**src/rtl/rect_plot_engine_pkg.sv**
```systemverilog
// Shared constants and state encoding for the rectangle plot engine.
// Mode bits, default screen geometry and the engine FSM states.
package rect_plot_engine_pkg;

    localparam logic MODE_RECT  = 1'b0;
    localparam logic MODE_CLEAR = 1'b1;

    localparam int SCREEN_W_DEF = 160;
    localparam int SCREEN_H_DEF = 120;
    localparam int COLOUR_W_DEF = 3;

    typedef enum logic [1:0] {
        S_IDLE   = 2'd0,
        S_DRAW   = 2'd1,
        S_FINISH = 2'd2
    } state_t;

endpackage

```
**src/rtl/rect_cmd_fifo.sv**
```systemverilog
// Synchronous command FIFO with occupancy count; the head word is readable
// combinationally one cycle after it is written.
module rect_cmd_fifo #(
    parameter int WIDTH = 8,
    parameter int DEPTH = 4
) (
    input  logic                     clock,
    input  logic                     resetn,
    input  logic                     flush,
    input  logic                     push,
    input  logic                     pop,
    input  logic [WIDTH-1:0]         wdata,
    output logic [WIDTH-1:0]         rdata,
    output logic [$clog2(DEPTH):0]   count,
    output logic                     full,
    output logic                     empty
);

    localparam int AW = $clog2(DEPTH);

    logic [WIDTH-1:0] mem [DEPTH];
    logic [AW-1:0]    rd_ptr;
    logic [AW-1:0]    wr_ptr;
    logic             do_push;
    logic             do_pop;

    assign full    = (count == (AW+1)'(DEPTH));
    assign empty   = (count == '0);
    assign do_push = push && !full;
    assign do_pop  = pop && !empty;
    assign rdata   = mem[rd_ptr];

    always_ff @(posedge clock) begin
        if (!resetn || flush) begin
            rd_ptr <= '0;
            wr_ptr <= '0;
            count  <= '0;
        end else begin
            if (do_push) wr_ptr <= wr_ptr + AW'(1);
            if (do_pop)  rd_ptr <= rd_ptr + AW'(1);
            if (do_push && !do_pop)
                count <= count + (AW+1)'(1);
            else if (do_pop && !do_push)
                count <= count - (AW+1)'(1);
        end
    end

    // Storage needs no reset; pointers alone define validity.
    always_ff @(posedge clock) begin
        if (do_push) mem[wr_ptr] <= wdata;
    end

endmodule

```
**src/rtl/rect_plot_engine.sv**
```systemverilog
// Queued rectangle / full-screen-clear fill engine: one clipped pixel per
// clock to the VGA adapter, one done pulse per command.
module rect_plot_engine
    import rect_plot_engine_pkg::*;
#(
    parameter int X_W        = 8,
    parameter int Y_W        = 7,
    parameter int SCREEN_W   = SCREEN_W_DEF,
    parameter int SCREEN_H   = SCREEN_H_DEF,
    parameter int COLOUR_W   = COLOUR_W_DEF,
    parameter int FIFO_DEPTH = 4
) (
    input  logic                          clock,
    input  logic                          resetn,
    input  logic                          abort,
    input  logic                          cmd_valid,
    output logic                          cmd_ready,
    input  logic                          cmd_mode,
    input  logic [X_W-1:0]                cmd_x,
    input  logic [Y_W-1:0]                cmd_y,
    input  logic [X_W-1:0]                cmd_w,
    input  logic [Y_W-1:0]                cmd_h,
    input  logic [COLOUR_W-1:0]           cmd_colour,
    output logic [X_W-1:0]                x,
    output logic [Y_W-1:0]                y,
    output logic [COLOUR_W-1:0]           colour,
    output logic                          plot,
    output logic                          busy,
    output logic                          done,
    output logic [$clog2(FIFO_DEPTH):0]   fifo_count
);

    localparam int CMD_W = 1 + 2*X_W + 2*Y_W + COLOUR_W;
    localparam logic [X_W:0] SW = (X_W+1)'(SCREEN_W);
    localparam logic [Y_W:0] SH = (Y_W+1)'(SCREEN_H);

    state_t                state, nstate;
    logic [CMD_W-1:0]      head;
    logic                  empty, full, push, pop, draw;

    logic                  h_mode;
    logic [X_W-1:0]        h_x, h_w;
    logic [Y_W-1:0]        h_y, h_h;
    logic [COLOUR_W-1:0]   h_colour;

    logic [X_W:0]          room_x, clip_w, eff_w, cx;
    logic [Y_W:0]          room_y, clip_h, eff_h, cy;
    logic [X_W-1:0]        base_x;
    logic [Y_W-1:0]        base_y;
    logic [COLOUR_W-1:0]   fill;
    logic                  last_col, last_row;

    assign cmd_ready = !full;
    assign push      = cmd_valid && !full && !abort;
    assign busy      = (state != S_IDLE) || !empty;

    rect_cmd_fifo #(
        .WIDTH (CMD_W),
        .DEPTH (FIFO_DEPTH)
    ) u_fifo (
        .clock  (clock),
        .resetn (resetn),
        .flush  (abort),
        .push   (push),
        .pop    (pop),
        .wdata  ({cmd_mode, cmd_x, cmd_y, cmd_w, cmd_h, cmd_colour}),
        .rdata  (head),
        .count  (fifo_count),
        .full   (full),
        .empty  (empty)
    );

    assign {h_mode, h_x, h_y, h_w, h_h, h_colour} = head;

    // Extra top bit keeps x + w from wrapping; room_* is only used on-screen.
    always_comb begin
        room_x = SW - {1'b0, h_x};
        room_y = SH - {1'b0, h_y};
        clip_w = '0;
        clip_h = '0;
        if ({1'b0, h_x} < SW)
            clip_w = ({1'b0, h_w} < room_x) ? {1'b0, h_w} : room_x;
        if ({1'b0, h_y} < SH)
            clip_h = ({1'b0, h_h} < room_y) ? {1'b0, h_h} : room_y;
        if (h_mode == MODE_CLEAR) begin
            clip_w = SW;
            clip_h = SH;
        end
    end

    assign last_col = (cx == eff_w - (X_W+1)'(1));
    assign last_row = (cy == eff_h - (Y_W+1)'(1));

    always_ff @(posedge clock) begin
        if (!resetn) state <= S_IDLE;
        else         state <= nstate;
    end

    always_comb begin
        nstate = state;
        pop    = 1'b0;
        draw   = 1'b0;
        case (state)
            S_IDLE: begin
                if (!empty) begin
                    pop    = 1'b1;
                    nstate = (clip_w == '0 || clip_h == '0) ? S_FINISH : S_DRAW;
                end
            end
            S_DRAW: begin
                draw = 1'b1;
                if (last_col && last_row) nstate = S_FINISH;
            end
            S_FINISH: nstate = S_IDLE;
            default:  nstate = S_IDLE;
        endcase
        if (abort) begin
            nstate = S_IDLE;
            pop    = 1'b0;
            draw   = 1'b0;
        end
    end

    always_ff @(posedge clock) begin
        if (!resetn) begin
            base_x <= '0;
            base_y <= '0;
            eff_w  <= '0;
            eff_h  <= '0;
            fill   <= '0;
            cx     <= '0;
            cy     <= '0;
        end else if (pop) begin
            base_x <= (h_mode == MODE_CLEAR) ? '0 : h_x;
            base_y <= (h_mode == MODE_CLEAR) ? '0 : h_y;
            eff_w  <= clip_w;
            eff_h  <= clip_h;
            fill   <= h_colour;
            cx     <= '0;
            cy     <= '0;
        end else if (draw) begin
            if (last_col) begin
                cx <= '0;
                cy <= cy + (Y_W+1)'(1);
            end else begin
                cx <= cx + (X_W+1)'(1);
            end
        end
    end

    // Pixel outputs are registered; x/y/colour hold their last value when idle.
    always_ff @(posedge clock) begin
        if (!resetn) begin
            x      <= '0;
            y      <= '0;
            colour <= '0;
            plot   <= 1'b0;
            done   <= 1'b0;
        end else begin
            plot <= draw;
            done <= (state == S_FINISH) && !abort;
            if (draw) begin
                x      <= base_x + cx[X_W-1:0];
                y      <= base_y + cy[Y_W-1:0];
                colour <= fill;
            end
        end
    end

endmodule

```
**config.mk**
```make
export PLATFORM = sky130hd
export DESIGN_NAME = rect_plot_engine
export DESIGN_NICKNAME = d
export VERILOG_FILES = /design/src/rtl/rect_plot_engine_pkg.sv /design/src/rtl/rect_cmd_fifo.sv /design/src/rtl/rect_plot_engine.sv
export SDC_FILE = /design/constraint.sdc
export NUM_CORES = 1
export LEC_CHECK = 0
export CAP_MARGIN = 20
export CORE_MARGIN = 5
export CORE_UTILIZATION = 50
export CTS_CLUSTER_SIZE = 24
export DETAILED_ROUTE_END_ITERATION = 10
export PLACE_DENSITY = 0.81
export SYNTH_ARGS = -nofsm -noshare
export SYNTH_HDL_FRONTEND = slang
export SYNTH_SLANG_ARGS = --single-unit
```
**constraint.sdc**
```tcl
create_clock -name clock -period 5.3 [get_ports clock]
set_input_delay 0.53 -clock clock [delete_from_list [all_inputs] [get_ports clock]]
set_output_delay 0.53 -clock clock [all_outputs]
set_load 0.02 [all_outputs]
```
# Yosys cells after proc, flatten, opt, wreduce, memory -nomap -nowiden
# Memory sizes are Yosys's and may differ from the RTL's. A register that Yosys moved wholly into a read port is not among the register bits.
# Cells that the tools add are included.
dict set report totals {
  reg_bits 81
  mem_bits_rw 136
  in_bits 38
  out_inout_bits 25
  n_memories 1
}
dict set report classes {
  add_sub_neg 12
  order_cmp 4
  eq_ne 7
  mux 24
  bitwise_logic 1
  n_reduce_logical 27
}
# memory words word_bits rd rd_clocked_by_memory_dff write_ports line_no
set memory_table {}
lappend memory_table {u_fifo.mem 4 34 1 1 1 rect_cmd_fifo.sv:21} ;# logic [WIDTH-1:0] mem [DEPTH];
# operator count
set op_table {}
lappend op_table {{9-bit 2-to-1 mux} 4}
lappend op_table {{8-bit 2-to-1 mux} 4}
lappend op_table {{2-bit 2-to-1 mux} 5}
lappend op_table {{9-bit by 1-bit adder with 9-bit output, second input constant} 1}
lappend op_table {{9-bit == test} 1}
lappend op_table {{9-bit logical NOT} 1}
lappend op_table {{8-bit by 9-bit < comparator with 1-bit output} 1}
lappend op_table {{8-bit by 8-bit subtractor with 9-bit output, first input constant} 1}
lappend op_table {{9-bit by 1-bit subtractor with 9-bit output, second input constant} 1}
lappend op_table {{8-bit by 1-bit adder with 8-bit output, second input constant} 1}
lappend op_table {{8-bit adder} 1}
lappend op_table {{8-bit == test} 1}
lappend op_table {{1-bit logical AND} 8}
lappend op_table {{8-bit logical NOT} 1}
lappend op_table {{7-bit by 8-bit < comparator with 1-bit output} 1}
lappend op_table {{8-bit < comparator, second input constant} 1}
lappend op_table {{7-bit by 7-bit subtractor with 8-bit output, first input constant} 1}
lappend op_table {{8-bit by 1-bit subtractor with 8-bit output, second input constant} 1}
lappend op_table {{7-bit adder} 1}
lappend op_table {{7-bit < comparator, second input constant} 1}
lappend op_table {{1-bit 2-to-1 mux} 7}
lappend op_table {{7-bit 2-to-1 mux} 1}
lappend op_table {{1-bit logical NOT} 6}
lappend op_table {{3-bit 2-to-1 mux} 2}
lappend op_table {{15 further kinds} 22}

# Logic depth before layout (Yosys ltp)
dict set report logic_depth {
  word_depth 10
  depth_mapped 21
  depth_no_buf 17
}

# Hierarchy
# From an unflattened synthesis, not the netlist that was laid out.
dict set report hier_totals {
  cells_unflattened 790
  area_unflattened_um2 9952.0
}
# module n_inst cells_per_inst area_per_inst_um2 seq_area_each_um2
set by_module_without_submodules {}
lappend by_module_without_submodules {rect_cmd_fifo 1 228 5385.2 4264.1}
lappend by_module_without_submodules {rect_plot_engine 1 562 4566.9 1481.4}

# Least setup slack after synthesis
# Ideal clock, no wire load.
dict set report synth_timing {
  path_kind {flip-flop to flip-flop}
  startpoint {register with a tool-made name}
  endpoint {register state[0]}
  setup_time_ns 0.121
  t_arrival_ns 4.355
  t_required_ns 5.179
  path_slack_ns 0.824
  path_stages_with_launch 21
  path_buffers 4
  path_cell_list {dfxtp_1 buf_6 buf_8 buf_6 mux4_2 inv_1 ha_1 inv_1 or4_4 a21o_1 nand2_1 xor2_1 ha_1 a21o_1 a21oi_1 a32oi_1 buf_4 or2_2 a31oi_1 a41oi_1 a2bb2o_1}
}
# item line_no
set synth_rtl {}
lappend synth_rtl {{end signal, assigned} rect_plot_engine.sv:96} ;# else state <= nstate;
lappend synth_rtl {{end, declared} rect_plot_engine.sv:37} ;# state_t state, nstate;

==> metrics <==
crit share post-route=90.2%; setup slack after layout=0.520 ns; number of vias per cell=5.51; setup bufs post-CTS=0; share of cells above drive strength 1=10.8%; core area=0.0195 mm2; multi-input logic area=0.00392 mm2; CP required=5.69 ns; clk_lat worst skew=0.51 ns; IO Port Bufs=62; most common cell after layout, fill and taps aside=edfxtp_1; clk_skew=0.0141 ns; CP max stage cell=mux4_2; HPWL Detailed=14000 um; Tot Pwr=3950 uW; Clk pwr share=42.3%; mapped cell area=0.00991 mm2; switch share=22.4%; Avg Cell Area, Syn=12.8 um2; largest family of logic cells by synthesized area=simple AND/OR/NAND/NOR gates; vias in the first global route=6247; Ys Warns=0; residual DRC count=0; Sink Count=219; sw power=886 uW; Int Pwr=3060 uW; n_diodes=0; total track usage=18.0%; IO Count=63; cts bufs inserted=23; Cells after Synth=775; final net count=930; Clock Path Buffers=3; worst-case reg-to-reg path depth=16; worst rel slew slack=31.0%; fmax=209 MHz; # Max-Cap Violations=0; Die X=151 um; global route overflow=0; drt first pass iters=5; initial drt markers=372; Netlist cell types=67; Routed Antenna Nets=0; Layout area overhead=17.4%; Seq/Total Area, Yosys=58.0%; Worst Path Arrival=5.17 ns; crit-path cells=mux4_2 > inv_1 > ha_1 > inv_1 > o21ai_0 > xor2_1 > inv_1 > ha_1 > nand3_1 > a21oi_1 > a211oi_4 > mux2_2 > a311o_1 > a2111oi_2 > a41oi_1 > a2bb2o_1; CP Capture Type=flop; status=complete, no violations; Crit Path Max Fanout=15; FF/Latch Area=0.00575 mm2; compound-gate portion of the synthesized area=8.67%; Top cell by count, worst path=inv_1; PwrDens=340 mW/mm2; Filler Cell Count=1551; design area=0.0116 mm2; syn nets=853; mux share of post-synthesis cell area=9.39%; max-slew violations=0; Synth Register Bits=219; die height=151 um; global-route wire length before repair=32400 um; endpoints failing setup=0; most frequent cells in the layout=136 x edfxtp_1, 82 x dfxtp_1, 76 x nand2_1; initial antenna violation count=0; RePlAce Congestion=0.921; Max rail drop VDD=0.289 mV; CTS root buf=clkbuf_16; combinational group share of total power=10.2%; Hold EP=x[6]; final WL=20000 um; CP max stage delay=0.64 ns; worst hold slack=0.445 ns; Initial Util=50.9%; xor/xnor share of the synthesized area=5.66%; Placed Area=0.0108 mm2; CTS tree=done; RSZ-0062 raised after global routing=no; H-tree Lvls=1; Reg power frac=47.5%; leading register cell type out of synthesis=edfxtp_1; DIE AREA=0.0227 mm2; post-cts resize count=0; fin crit period=4.78 ns; Place WS=0.570 ns; Post-synth EDFFs=136; Synth Area in Adders=5.28%; WL/cell=17.6 um; r2r setup slk=0.52 ns; Worst-Margin Slew=1.03 ns; Post-synth ARST share=0%; simple-gate area share of the yosys netlist=10.5%; Hold Path Class=flop to flop; number of core rows=51; Clock Pin Slew Worst Setup and Hold Paths=0.06 ns; largest net degree at the start of global routing=35; Leak=0.00414 uW; Fin Setup TNS=0 ns; R2R Path End=state[0]; Hold Path Origin=x[6]; hold depth=2; Critical Setup Path Class=flop to flop; Hold Fails Final Rpt=0; DR vias=6247; CP startpoint kind=flop; hold_buf cts=0
[logic make-up after synthesis]
logic type / Yosys count
compound gates: 127
fa+ha+maj: 40
mux: 51
xor+xnor: 64
simple gates: 217
flops: 219
buf+inv: 57
[critical path: cells and delay by family, from the launching register on]
kind                       cells  cell delay [ns]
buffers and inverters          3             0.25
adders and majority gates      2             0.45
DFF                            1             0.62
muxes                          2             1.04
AOI/OAI and AO/OA              7             1.97
and+or+nand+nor                1             0.11
xor gates and xnor gates       1             0.21
[final cells by class]
type                    count  share of cell area [%]
clock inverters            17                    1.83
inverters                  35                    1.13
repair buffers             74                    6.11
well taps                 265                    2.85
multi-input cells         499                    33.7
clock buffers              25                    5.01
flip-flops and latches    219                    49.4
[through the flow]
| stage | util, % | cells |
|---|---|---|
| 2_1_floorplan | - | 775 |
| 3_3_place_gp | 55.7 | 1092 |
| 3_5_place_dp | 55.7 | 1092 |
| 4_1_cts | 59.8 | 1134 |
| 5_1_grt | 59.8 | 1134 |
| 6_report | 59.8 | 1134 |
[power by group through the flow]
stage                     logic [uW]  registers (uW)  clock network [uW]
final                            403            1880                1670
after global routing             448            1880                1790
after CTS                        404            1880                1710
after detailed placement         400            1910                   0
after global placement           392            1910                   0
after floorplan                  278            1910                   0
[synth_stat cells (5+ instances only)]
master	number	area share, %
mux4_2	26	5.9
nand3_1	16	0.81
nand2_1	76	2.9
a21o_1	11	0.83
inv_1	34	1.3
xor2_1	27	2.4
ha_1	37	4.7
a211oi_1	5	0.38
edfxtp_1	136	41
a21oi_1	43	2.2
nor2b_1	5	0.32
nor2_1	48	1.8
nor3_1	15	0.76
o22ai_1	5	0.32
mux4_1	5	1.3
and2_1	13	0.82
and3_1	7	0.44
or3_1	5	0.32
dfxtp_1	83	17
mux2i_1	12	1.2
a22o_1	9	0.80
nand4_1	7	0.44
nand2b_1	10	0.63
o21ai_0	18	0.91
xnor2_1	37	3.3
mux2_2	7	0.80
nor4_1	5	0.32
clkbuf_1	13	0.49
[worst max path at each step]
| stage | start | endpoint | slack (ns) | cells past startpoint |
|---|---|---|---|---|
| final | flop | state[0] | 0.52 | 16 |
| after global routing | flop | state[0] | 0.18 | 16 |
| after CTS | flop | state[0] | 0.54 | 16 |
| after detailed placement | flop | state[0] | 0.57 | 16 |
| after global placement | flop | state[0] | 0.68 | 17 |
| after floorplan | flop | state[0] | 0.82 | 20 |
[layer usage]
metal,routed length (um),GRT usage (%),up-vias
li1,-,-,3029
met1,8780,24.6,2980
met2,9320,29.1,189
met3,1050,2.99,49
met4,797,7.16,0
met5,0,0,-
[flip-flops by register name (all words and copies together), names as in the netlist, 3 cells and up, named ones only]
| name | flops |
|---|---|
| u_fifo.count | 3 |
| cx | 9 |
| base_y | 7 |
| y | 7 |
| colour | 3 |
| u_fifo.mem | 136 |
| base_x | 8 |
| x | 8 |
| eff_h | 8 |
| eff_w | 9 |
| cy | 8 |
| fill | 3 |
No activity file was read; power rests on OpenSTA's default activity.
